--- config.mk ---
export PLATFORM = sky130hd
export DESIGN_NAME = fix_session_ctrl_flat
export DESIGN_NICKNAME = d
export VERILOG_FILES = /design/src/rtl/fix_session_ctrl_if.sv /design/src/rtl/fix_session_ctrl.sv /design/src/flat_wrapper.sv
export SDC_FILE = /design/constraint.sdc
export NUM_CORES = 1
export LEC_CHECK = 0
export CORE_UTILIZATION = 35
export DETAILED_ROUTE_END_ITERATION = 8
export SKIP_CTS_REPAIR_TIMING = 1
export SLEW_MARGIN = 20
export SYNTH_ARGS = -nofsm -noshare
export SYNTH_HDL_FRONTEND = slang
export SYNTH_SLANG_ARGS = --single-unit
--- constraint.sdc ---
create_clock -name clk -period 2.5 [get_ports clk]
set_input_delay 0.5 -clock clk [delete_from_list [all_inputs] [get_ports clk]]
set_output_delay 0.5 -clock clk [all_outputs]
set_load 0.1 [all_outputs]
--- src/rtl/fix_session_ctrl_if.sv ---
// Command channel from the session scheduler to the downstream connect fifo.
// The fifo drives fifo_ready_i; the scheduler drives the command strobes.
interface fix_session_ctrl_if #(
    parameter int HOST_W = 2
);
    logic              fifo_ready_i;
    logic              connect_req_o;
    logic [HOST_W-1:0] connect_addr_o;
    logic              disconnect_o;
    logic [HOST_W-1:0] disconnect_host_num_o;

    modport master (
        input  fifo_ready_i,
        output connect_req_o,
        output connect_addr_o,
        output disconnect_o,
        output disconnect_host_num_o
    );

    modport slave (
        output fifo_ready_i,
        input  connect_req_o,
        input  connect_addr_o,
        input  disconnect_o,
        input  disconnect_host_num_o
    );
endinterface

--- src/rtl/fix_session_ctrl.sv ---
// Round-robin connect/disconnect scheduler with connect timeout and retry.
// Optional per-host idle disconnect: define HEARTBEAT_TIMEOUT_EN.
module fix_session_ctrl #(
    parameter int HOST_W       = 2,
    parameter int CONN_TIMEOUT = 16,
    parameter int MAX_RETRY    = 2,
    parameter int HB_TIMEOUT   = 64
) (
    input  logic                     clk,
    input  logic                     rst,
    input  logic                     connect_i,
    input  logic [HOST_W-1:0]        connect_to_host_i,
    input  logic                     disconnect_i,
    input  logic [HOST_W-1:0]        disconnect_host_i,
    input  logic                     connected_i,
    input  logic [HOST_W-1:0]        connected_host_addr_i,
    input  logic                     rx_valid_i,
    input  logic [HOST_W-1:0]        rx_host_i,
    fix_session_ctrl_if.master       cmd,
    output logic [(1<<HOST_W)-1:0]   host_connected_o,
    output logic                     connect_fail_o,
    output logic                     hb_expired_o,
    output logic                     busy_o
);
    localparam int NUM_HOSTS = 1 << HOST_W;
    localparam int TMR_W     = $clog2(CONN_TIMEOUT);
    localparam int RTY_W     = $clog2(MAX_RETRY + 2);
    localparam logic [TMR_W-1:0] TMR_LAST = TMR_W'(CONN_TIMEOUT - 1);
    localparam logic [RTY_W-1:0] RTY_MAX  = RTY_W'(MAX_RETRY);

    typedef enum logic [1:0] {
        S_IDLE,
        S_REQ,
        S_WAIT,
        S_DISC
    } state_t;

    state_t                 r_state;
    logic [HOST_W-1:0]      r_target;
    logic [HOST_W-1:0]      r_last;
    logic [TMR_W-1:0]       r_timer;
    logic [RTY_W-1:0]       r_retry;
    logic [NUM_HOSTS-1:0]   r_conn_pend;
    logic [NUM_HOSTS-1:0]   r_disc_pend;
    logic [NUM_HOSTS-1:0]   r_connected;
    logic                   r_fail;

    logic                   r_c_v;
    logic [HOST_W-1:0]      r_c_h;
    logic                   r_d_v;
    logic [HOST_W-1:0]      r_d_h;

    logic                   w_c_set;
    logic                   w_d_set;
    logic                   w_target_busy;
    logic [NUM_HOSTS-1:0]   w_cset;
    logic [NUM_HOSTS-1:0]   w_dset;
    logic [NUM_HOSTS-1:0]   w_hb_set;
    logic                   w_ack;
    logic                   w_tmo;
    logic                   w_disc_hit;
    logic [HOST_W-1:0]      w_disc_sel;
    logic                   w_conn_hit;
    logic [HOST_W-1:0]      w_conn_sel;
    logic [HOST_W-1:0]      w_idx;

    // App strobes are registered first; bitmaps update one cycle later.
    always_ff @(posedge clk or negedge rst) begin
        if (!rst) begin
            r_c_v <= 1'b0;
            r_c_h <= '0;
            r_d_v <= 1'b0;
            r_d_h <= '0;
        end else begin
            r_c_v <= connect_i;
            r_c_h <= connect_to_host_i;
            r_d_v <= disconnect_i;
            r_d_h <= disconnect_host_i;
        end
    end

    assign w_target_busy = (r_state != S_IDLE) && (r_target == r_c_h);
    assign w_c_set = r_c_v && !r_connected[r_c_h] && !r_conn_pend[r_c_h]
                   && !w_target_busy && !(r_d_v && (r_d_h == r_c_h));
    assign w_d_set = r_d_v && r_connected[r_d_h];
    assign w_cset  = w_c_set ? (NUM_HOSTS'(1) << r_c_h) : '0;
    assign w_dset  = (w_d_set ? (NUM_HOSTS'(1) << r_d_h) : '0) | w_hb_set;

    assign w_ack = (r_state == S_WAIT) && connected_i
                 && (connected_host_addr_i == r_target);
    assign w_tmo = (r_state == S_WAIT) && (r_timer == TMR_LAST);

    // Search starts at last_served+1; last_served itself is the final candidate.
    always_comb begin
        w_disc_hit = 1'b0;
        w_disc_sel = r_last;
        w_conn_hit = 1'b0;
        w_conn_sel = r_last;
        w_idx      = r_last;
        for (int i = 1; i <= NUM_HOSTS; i++) begin
            w_idx = r_last + HOST_W'(i);
            if (!w_disc_hit && r_disc_pend[w_idx]) begin
                w_disc_hit = 1'b1;
                w_disc_sel = w_idx;
            end
            if (!w_conn_hit && r_conn_pend[w_idx]) begin
                w_conn_hit = 1'b1;
                w_conn_sel = w_idx;
            end
        end
    end

    always_ff @(posedge clk or negedge rst) begin
        if (!rst) begin
            r_state     <= S_IDLE;
            r_target    <= '0;
            r_last      <= '0;
            r_timer     <= '0;
            r_retry     <= '0;
            r_conn_pend <= '0;
            r_disc_pend <= '0;
            r_connected <= '0;
            r_fail      <= 1'b0;
        end else begin
            r_fail      <= 1'b0;
            r_conn_pend <= r_conn_pend | w_cset;
            r_disc_pend <= r_disc_pend | w_dset;
            unique case (r_state)
                S_IDLE: begin
                    if (w_disc_hit) begin
                        r_state  <= S_DISC;
                        r_target <= w_disc_sel;
                        r_last   <= w_disc_sel;
                    end else if (w_conn_hit) begin
                        r_state  <= S_REQ;
                        r_target <= w_conn_sel;
                        r_last   <= w_conn_sel;
                    end
                end
                S_REQ: begin
                    if (cmd.fifo_ready_i) begin
                        r_state <= S_WAIT;
                        r_timer <= '0;
                    end
                end
                S_WAIT: begin
                    r_timer <= r_timer + 1'b1;
                    // An ack on the expiry cycle still wins.
                    if (w_ack) begin
                        r_connected[r_target] <= 1'b1;
                        r_conn_pend[r_target] <= 1'b0;
                        r_retry               <= '0;
                        r_state               <= S_IDLE;
                    end else if (w_tmo) begin
                        if (r_retry < RTY_MAX) begin
                            r_retry <= r_retry + 1'b1;
                            r_state <= S_REQ;
                        end else begin
                            r_fail                <= 1'b1;
                            r_conn_pend[r_target] <= 1'b0;
                            r_retry               <= '0;
                            r_state               <= S_IDLE;
                        end
                    end
                end
                S_DISC: begin
                    if (cmd.fifo_ready_i) begin
                        r_connected[r_target] <= 1'b0;
                        r_disc_pend[r_target] <= 1'b0;
                        r_state               <= S_IDLE;
                    end
                end
                default: r_state <= S_IDLE;
            endcase
        end
    end

`ifdef HEARTBEAT_TIMEOUT_EN
    localparam int HB_W = $clog2(HB_TIMEOUT);
    localparam logic [HB_W-1:0] HB_LAST = HB_W'(HB_TIMEOUT - 1);
    localparam logic [HB_W-1:0] HB_PRE  = HB_W'(HB_TIMEOUT - 2);

    logic [HB_W-1:0]        r_hb_cnt [NUM_HOSTS];
    logic                   r_hb_exp;
    logic [NUM_HOSTS-1:0]   w_rx_hit;
    logic [NUM_HOSTS-1:0]   w_hb_exp;

    always_comb begin
        w_rx_hit = '0;
        w_hb_exp = '0;
        for (int h = 0; h < NUM_HOSTS; h++) begin
            w_rx_hit[h] = rx_valid_i && (rx_host_i == HOST_W'(h));
            w_hb_exp[h] = r_connected[h] && !w_rx_hit[h]
                        && (r_hb_cnt[h] == HB_PRE);
        end
    end

    // Counter freezes at its last value until the host is disconnected.
    always_ff @(posedge clk or negedge rst) begin
        if (!rst) begin
            for (int h = 0; h < NUM_HOSTS; h++) r_hb_cnt[h] <= '0;
            r_hb_exp <= 1'b0;
        end else begin
            r_hb_exp <= |w_hb_exp;
            for (int h = 0; h < NUM_HOSTS; h++) begin
                if (!r_connected[h]) r_hb_cnt[h] <= '0;
                else if (r_hb_cnt[h] == HB_LAST) r_hb_cnt[h] <= HB_LAST;
                else if (w_rx_hit[h]) r_hb_cnt[h] <= '0;
                else r_hb_cnt[h] <= r_hb_cnt[h] + 1'b1;
            end
        end
    end

    assign w_hb_set     = w_hb_exp;
    assign hb_expired_o = r_hb_exp;
`else
    logic w_unused;
    assign w_unused     = ^{rx_valid_i, rx_host_i};
    assign w_hb_set     = '0;
    assign hb_expired_o = 1'b0;
`endif

    assign cmd.connect_req_o         = (r_state == S_REQ) && cmd.fifo_ready_i;
    assign cmd.connect_addr_o        = r_target;
    assign cmd.disconnect_o          = (r_state == S_DISC) && cmd.fifo_ready_i;
    assign cmd.disconnect_host_num_o = r_target;
    assign host_connected_o          = r_connected;
    assign connect_fail_o            = r_fail;
    assign busy_o = (r_state != S_IDLE) || (|r_conn_pend) || (|r_disc_pend);

endmodule
--- src/flat_wrapper.sv ---
// flat-port wrapper written by rule: the top's interface ports become plain ports
module fix_session_ctrl_flat 
#(
    parameter int HOST_W       = 2,
    parameter int CONN_TIMEOUT = 16,
    parameter int MAX_RETRY    = 2,
    parameter int HB_TIMEOUT   = 64
)
  (clk, rst, connect_i, connect_to_host_i, disconnect_i, disconnect_host_i, connected_i, connected_host_addr_i, rx_valid_i, rx_host_i, host_connected_o, connect_fail_o, hb_expired_o, busy_o, cmd_fifo_ready_i, cmd_connect_req_o, cmd_connect_addr_o, cmd_disconnect_o, cmd_disconnect_host_num_o);
  fix_session_ctrl_if #(.HOST_W(HOST_W)) cmd_i ();
  input  logic clk;
  input  logic rst;
  input  logic connect_i;
  input  logic [HOST_W-1:0] connect_to_host_i;
  input  logic disconnect_i;
  input  logic [HOST_W-1:0] disconnect_host_i;
  input  logic connected_i;
  input  logic [HOST_W-1:0] connected_host_addr_i;
  input  logic rx_valid_i;
  input  logic [HOST_W-1:0] rx_host_i;
  output logic [(1<<HOST_W)-1:0] host_connected_o;
  output logic connect_fail_o;
  output logic hb_expired_o;
  output logic busy_o;
  input wire logic [$bits(cmd_i.fifo_ready_i)-1:0] cmd_fifo_ready_i;
  output wire logic [$bits(cmd_i.connect_req_o)-1:0] cmd_connect_req_o;
  output wire logic [$bits(cmd_i.connect_addr_o)-1:0] cmd_connect_addr_o;
  output wire logic [$bits(cmd_i.disconnect_o)-1:0] cmd_disconnect_o;
  output wire logic [$bits(cmd_i.disconnect_host_num_o)-1:0] cmd_disconnect_host_num_o;
  assign cmd_i.fifo_ready_i = cmd_fifo_ready_i;
  assign cmd_connect_req_o = cmd_i.connect_req_o;
  assign cmd_connect_addr_o = cmd_i.connect_addr_o;
  assign cmd_disconnect_o = cmd_i.disconnect_o;
  assign cmd_disconnect_host_num_o = cmd_i.disconnect_host_num_o;
  fix_session_ctrl #(.HOST_W(HOST_W), .CONN_TIMEOUT(CONN_TIMEOUT), .MAX_RETRY(MAX_RETRY), .HB_TIMEOUT(HB_TIMEOUT)) u_core (.clk(clk), .rst(rst), .connect_i(connect_i), .connect_to_host_i(connect_to_host_i), .disconnect_i(disconnect_i), .disconnect_host_i(disconnect_host_i), .connected_i(connected_i), .connected_host_addr_i(connected_host_addr_i), .rx_valid_i(rx_valid_i), .rx_host_i(rx_host_i), .cmd(cmd_i), .host_connected_o(host_connected_o), .connect_fail_o(connect_fail_o), .hb_expired_o(hb_expired_o), .busy_o(busy_o));
endmodule
# == After elaboration in Yosys (flattened, before gate mapping) ==
# Cells that the tools add are included.
# word_totals
regBits,29
inputBits,15
output_inout_bits,13
# op_classes
addsub,5
magnitude_cmp,8
eq_ne,16
shift,2
muxes,70
n_bitwise,7
n_reduce_logical,44
# ops
operator,count
2-to-1 mux 4 bit,11
2-to-1 mux 2 bit,19
2-to-1 mux 1 bit,25
binary-select mux 1 bit (select 2 bit),11
logical AND 1 bit,19
"< comparator 2 x 3 -> 1 bit, second input constant",6
case mux 4 bit (2 select lines),2
AND 4 bit,3
bitwise OR 4 bit,3
logical NOT 1 bit,10
nonzero test 2 bit,5
case mux 2 bit (4 select lines),1
OR reduction 4 bit,2
"left shift 1 x 2 -> 4 bit, first input constant",2
equality test 2 bit,3
"!= test 2 bit, second input constant",3
"!= test 3 x 1 -> 1 bit, second input constant",2
AND reduction 6 bit,1
"!= test 5 x 4 -> 1 bit, second input constant",1
"adder 2 x 1 -> 2 bit, second input constant",2
"adder 2 bit, second input constant",2
"adder 4 x 1 -> 4 bit, second input constant",1
"equality test 2 bit, second input constant",2
"equality test 4 bit, second input constant",1
other kinds (13),15

# == Logic depth before layout (Yosys ltp) ==
# logic_depth
ltp_word,16
depth_mapped,10
depth_no_buf,7

# == Worst setup path after synthesis ==
# No wires, ideal clock.
# synth_path
path_kind,register to register
startpoint,reg u_core.cmd.connect_addr_o[1] (netlist name)
endpoint,reg u_core.r_target[1] (netlist: u_core.cmd.connect_addr_o[1])
arrival_ns,2.791
setup_slack_ns,-0.357
stages_incl_launch_ff,10
synth_period_minus_slack_ns,2.857
path_cell_list,dfrtp_1 > buf_6 > buf_2 > inv_1 > ha_1 > clkbuf_1 > nor3_1 > o311ai_0 > o2111a_1 > o31a_1
# synth_lines
element,line_no,source
"end signal, assigned",fix_session_ctrl.sv:132,r_target <= w_disc_sel;
"end signal, assigned",fix_session_ctrl.sv:136,r_target <= w_conn_sel;
"end, declared",fix_session_ctrl.sv:39,logic [HOST_W-1:0] r_target;

# == Worst setup path in the final report ==
# layout_path
startpoint,reg u_core.r_disc_pend[0]
endpoint,out busy_o
# layout_between
elab_chain_cells,2
# layout_lines
element,line_no,source
"start, declared",fix_session_ctrl.sv:44,logic [NUM_HOSTS-1:0] r_disc_pend;
"start signal, assigned",fix_session_ctrl.sv:127,r_disc_pend <= r_disc_pend | w_dset;
OR reduction 4 bit,fix_session_ctrl.sv:229,assign busy_o = (r_state != S_IDLE) || (|r_conn_pend) || (|r_disc_pend);
logical OR 1 bit,fix_session_ctrl.sv:229,
"end, declared",flat_wrapper.sv:24,output logic busy_o;
# No other way between the ends.

==> impl_metrics.ini <==
[clocking]
clock-root-buffer = sky130_fd_sc_hd__clkbuf_8
cts_buffer_depth = 2
tritoncts_clock_tree = yes
clock-sinks = 29
clk_pin_slew_ps = 60
htreeDepth = 2
tritoncts.num_buffers = 5
insertion_delay_to_the_later_sink_of_the_worst_skew_pair_ps = 280

[logic_synthesis]
yosys_warnings = 0
synth-async-reset-ratio_pct = 100
dominantRegCellSynth = sky130_fd_sc_hd__dfrtp_1
number_of_library_cell_types_mapped_by_synthesis = 59
avgSynthCellArea_um2 = 9.03
synth_seq_cells = 29
synth.cell_area_um2 = 1910
synth_enable_flop_cells = 0
netlist_instances = 212
synth_sequential_area_ratio_pct = 37.9
synthesis.nets = 232

[setup_path]
worst_r2r_endpoint = u_core.cmd.connect_addr_o[1]
worst_path_dominant_cell_family = simple AND/OR/NAND/NOR gates
slowest_stage = sky130_fd_sc_hd__dfrtp_1
critical_path_cell_count = 3
critical_path_class = reg -> out
crit_end = busy_o
rr_startpoint = u_core.cmd.connect_addr_o[1]
cp.required_ps = 2000
critical_path.endpoint_type = output port
critPathLaunch = u_core.r_disc_pend[0]
cp_max_fo = 11
crit_chain = nor4_1 > nand4_1 > buf_12
critPathArrivalTime_ps = 1620
worstRegToRegCells = 7
crit_path_max_incr_delay_ps = 510
critical_path_buffer_and_inverter_count = 1
ff2ff_setup_slack_ps = 410
setup.worst_path.start_class = flop

[finish]
fill_cells = 508
drive_above_1_share_pct = 15.9
area_growth_syn_to_layout_pct = 21.3
antennaDiodeCount = 0
nets = 251

[placed_design]
dp_hpwl_um = 3190
place.port_buffers = 23
gp_routability_congestion = 0.789

[floorplan]
die_h_um = 76.0
die_w_um = 76.0
io-pin-count = 28
core_area_um2 = 5170
die-area_um2 = 5770
starting_density_of_the_core_pct = 37.0
core.rowCount = 26

[power]
post_route_total_power_uw = 3490
p_leak_uw = 0.000975
power_density_nw_per_um2 = 1500
vdd.ir_drop.worst_v = 0.000662

[sta]
fin_worst_skew_ps = 2.81
achievable-frequency_mhz = 471
timing.final.hold_violations = 0
finalSetupViolCount = 0
timing.final.max_slew_violations = 0
timing.final.crit_period_ps = 2120
timing.final.crit_share_pct = 84.9
setup_repair_after_global_routing_missed_its_margin = false
final.setup.tns_ps = 0

[route]
drt.antenna.violating_nets = 0
dr.first_iter.drc_count = 98
num_vias = 1653
via_density_per_instance = 5.47
drt_pass1_iterations = 4
post_drt_wl_per_cell_um = 15.3
wirelength_um = 4610
drt_drc_violations_left = 0

[global_routing]
grt_remaining_overflow = 0
first_global_vias = 1549
antenna_found_initial = 0
maximum_number_of_pins_on_one_net_before_global_route_repair = 30
grtUsageTotal_pct = 16.5
global_route_wire_length_before_repair_um = 7600

[outcome]
status = finished, final reports clean

[hold_path]
min_path_type = reg -> reg
min-delay-start = u_core.r_retry[0]

[run]
max_cap_violations = 0
-- power breakdown --
group | internal (uW) | switching [uW]
combinational | 741 | 1230
clock | 325 | 186
sequential | 656 | 349
-- through the flow --
step | worst slack [ps] | instances | utilization, % | area, um2 | hold slack (ps)
2_1_floorplan | 19.7 | 212 | - | 1920 | 204
3_3_place_gp | 410 | 294 | 42.6 | 2210 | 530
3_5_place_dp | 445 | 294 | 42.6 | 2210 | 538
4_1_cts | 369 | 302 | 44.9 | 2320 | 549
5_1_grt | 304 | 302 | 44.9 | 2320 | 582
6_report | 376 | 302 | 44.9 | 2320 | 546
-- synth_stat cells (2+ instances only) --
library cell	count	area [um2]
sky130_fd_sc_hd__nand3_1	2	10.0
sky130_fd_sc_hd__a221oi_1	3	26.3
sky130_fd_sc_hd__buf_4	4	30.0
sky130_fd_sc_hd__o32ai_1	3	26.3
sky130_fd_sc_hd__nor3_1	7	35.0
sky130_fd_sc_hd__o311ai_0	2	17.5
sky130_fd_sc_hd__a22o_1	4	35.0
sky130_fd_sc_hd__or3b_2	2	17.5
sky130_fd_sc_hd__xor2_1	3	26.3
sky130_fd_sc_hd__a211oi_1	2	15.0
sky130_fd_sc_hd__nor2_1	17	63.8
sky130_fd_sc_hd__nand2b_1	7	43.8
sky130_fd_sc_hd__a41oi_1	2	17.5
sky130_fd_sc_hd__o21ai_0	4	20.0
sky130_fd_sc_hd__a31oi_1	3	18.8
sky130_fd_sc_hd__o31a_1	2	17.5
sky130_fd_sc_hd__clkbuf_1	8	30.0
sky130_fd_sc_hd__xnor2_1	2	17.5
sky130_fd_sc_hd__nand2_1	16	60.1
sky130_fd_sc_hd__mux2i_1	5	50.1
sky130_fd_sc_hd__mux4_2	2	45.0
sky130_fd_sc_hd__nand4_1	3	18.8
sky130_fd_sc_hd__nor4_1	3	18.8
sky130_fd_sc_hd__a21oi_1	18	90.1
sky130_fd_sc_hd__buf_2	5	25.0
sky130_fd_sc_hd__nor3b_1	4	30.0
sky130_fd_sc_hd__nor2b_1	5	31.3
sky130_fd_sc_hd__dfrtp_1	29	726
sky130_fd_sc_hd__ha_1	5	62.6
sky130_fd_sc_hd__inv_1	11	41.3
-- area by class of cell --
type                            instances  area [um2]  area share [%]
Clock buffer                            7        86.3            3.72
Inverter                               11        41.3            1.78
Tap cell                               70        87.6            3.77
Clock inverter                          1        30.0            1.29
Timing Repair Buffer                   31         298            12.8
Multi-Input combinational cell        153        1050            45.0
Sequential cell                        29         733            31.6
-- routing by layer --
layer  vias up  wire length (um)  GRT usage [%]
met5         -                 0              0
met4         0                52           5.96
met3         7               183           3.25
met2        40              2150           26.4
met1       789              2220           22.2
li1        817                 -              -
-- placed cells by master (no fill, tap or decap), types with 3 or more instances in the layout --
cell and count:
sky130_fd_sc_hd__dfrtp_1 27, sky130_fd_sc_hd__a21oi_1 18, sky130_fd_sc_hd__nor2_1 17, sky130_fd_sc_hd__buf_4 17, sky130_fd_sc_hd__nand2_1 16, sky130_fd_sc_hd__inv_1 11
sky130_fd_sc_hd__clkdlybuf4s50_1 11, sky130_fd_sc_hd__nand2b_1 7, sky130_fd_sc_hd__nor3_1 7, sky130_fd_sc_hd__clkbuf_8 6, sky130_fd_sc_hd__nor2b_1 5, sky130_fd_sc_hd__mux2i_1 5
sky130_fd_sc_hd__ha_1 5, sky130_fd_sc_hd__nor3b_1 4, sky130_fd_sc_hd__o21ai_0 4, sky130_fd_sc_hd__a22o_1 4, sky130_fd_sc_hd__nand4_1 3, sky130_fd_sc_hd__xor2_1 3
sky130_fd_sc_hd__o32ai_1 3, sky130_fd_sc_hd__nor4_1 3, sky130_fd_sc_hd__a221oi_1 3, sky130_fd_sc_hd__a31oi_1 3, sky130_fd_sc_hd__buf_12 3
-- how the worst min path moves through the flow --
stage,end,slack [ps],cells past startpoint
after detailed placement,u_core.r_retry[1],540,2
final,u_core.r_retry[1],550,2
after CTS,u_core.r_retry[1],550,2
after floorplan,asynchronous set/reset pin,200,0
after global routing,u_core.r_retry[1],580,2
after global placement,u_core.r_retry[1],530,2
-- worst reg2reg max path: cells and delay by family (launching register included) --
kind                       cells  cell delay [ps]
and+or+nand+nor                1              110
DFF                            1              470
AOI/OAI and AO/OA              4              830
buffers and inverters          1              110
adders and majority gates      1              510
-- kinds of logic (layout without fill, tap and decap cells) --
logic type	after synthesis	after routing	synth area share, %
mux	8	8	5.56
fa+ha+maj	5	5	3.27
simple gates	78	78	22.5
xor+xnor	5	5	2.29
other cells	1	1	0.196
flops	29	29	37.9
buf+inv	30	50	7.45
compound gates	56	56	20.9
Note: power is estimated with default switching activity, not from simulation.
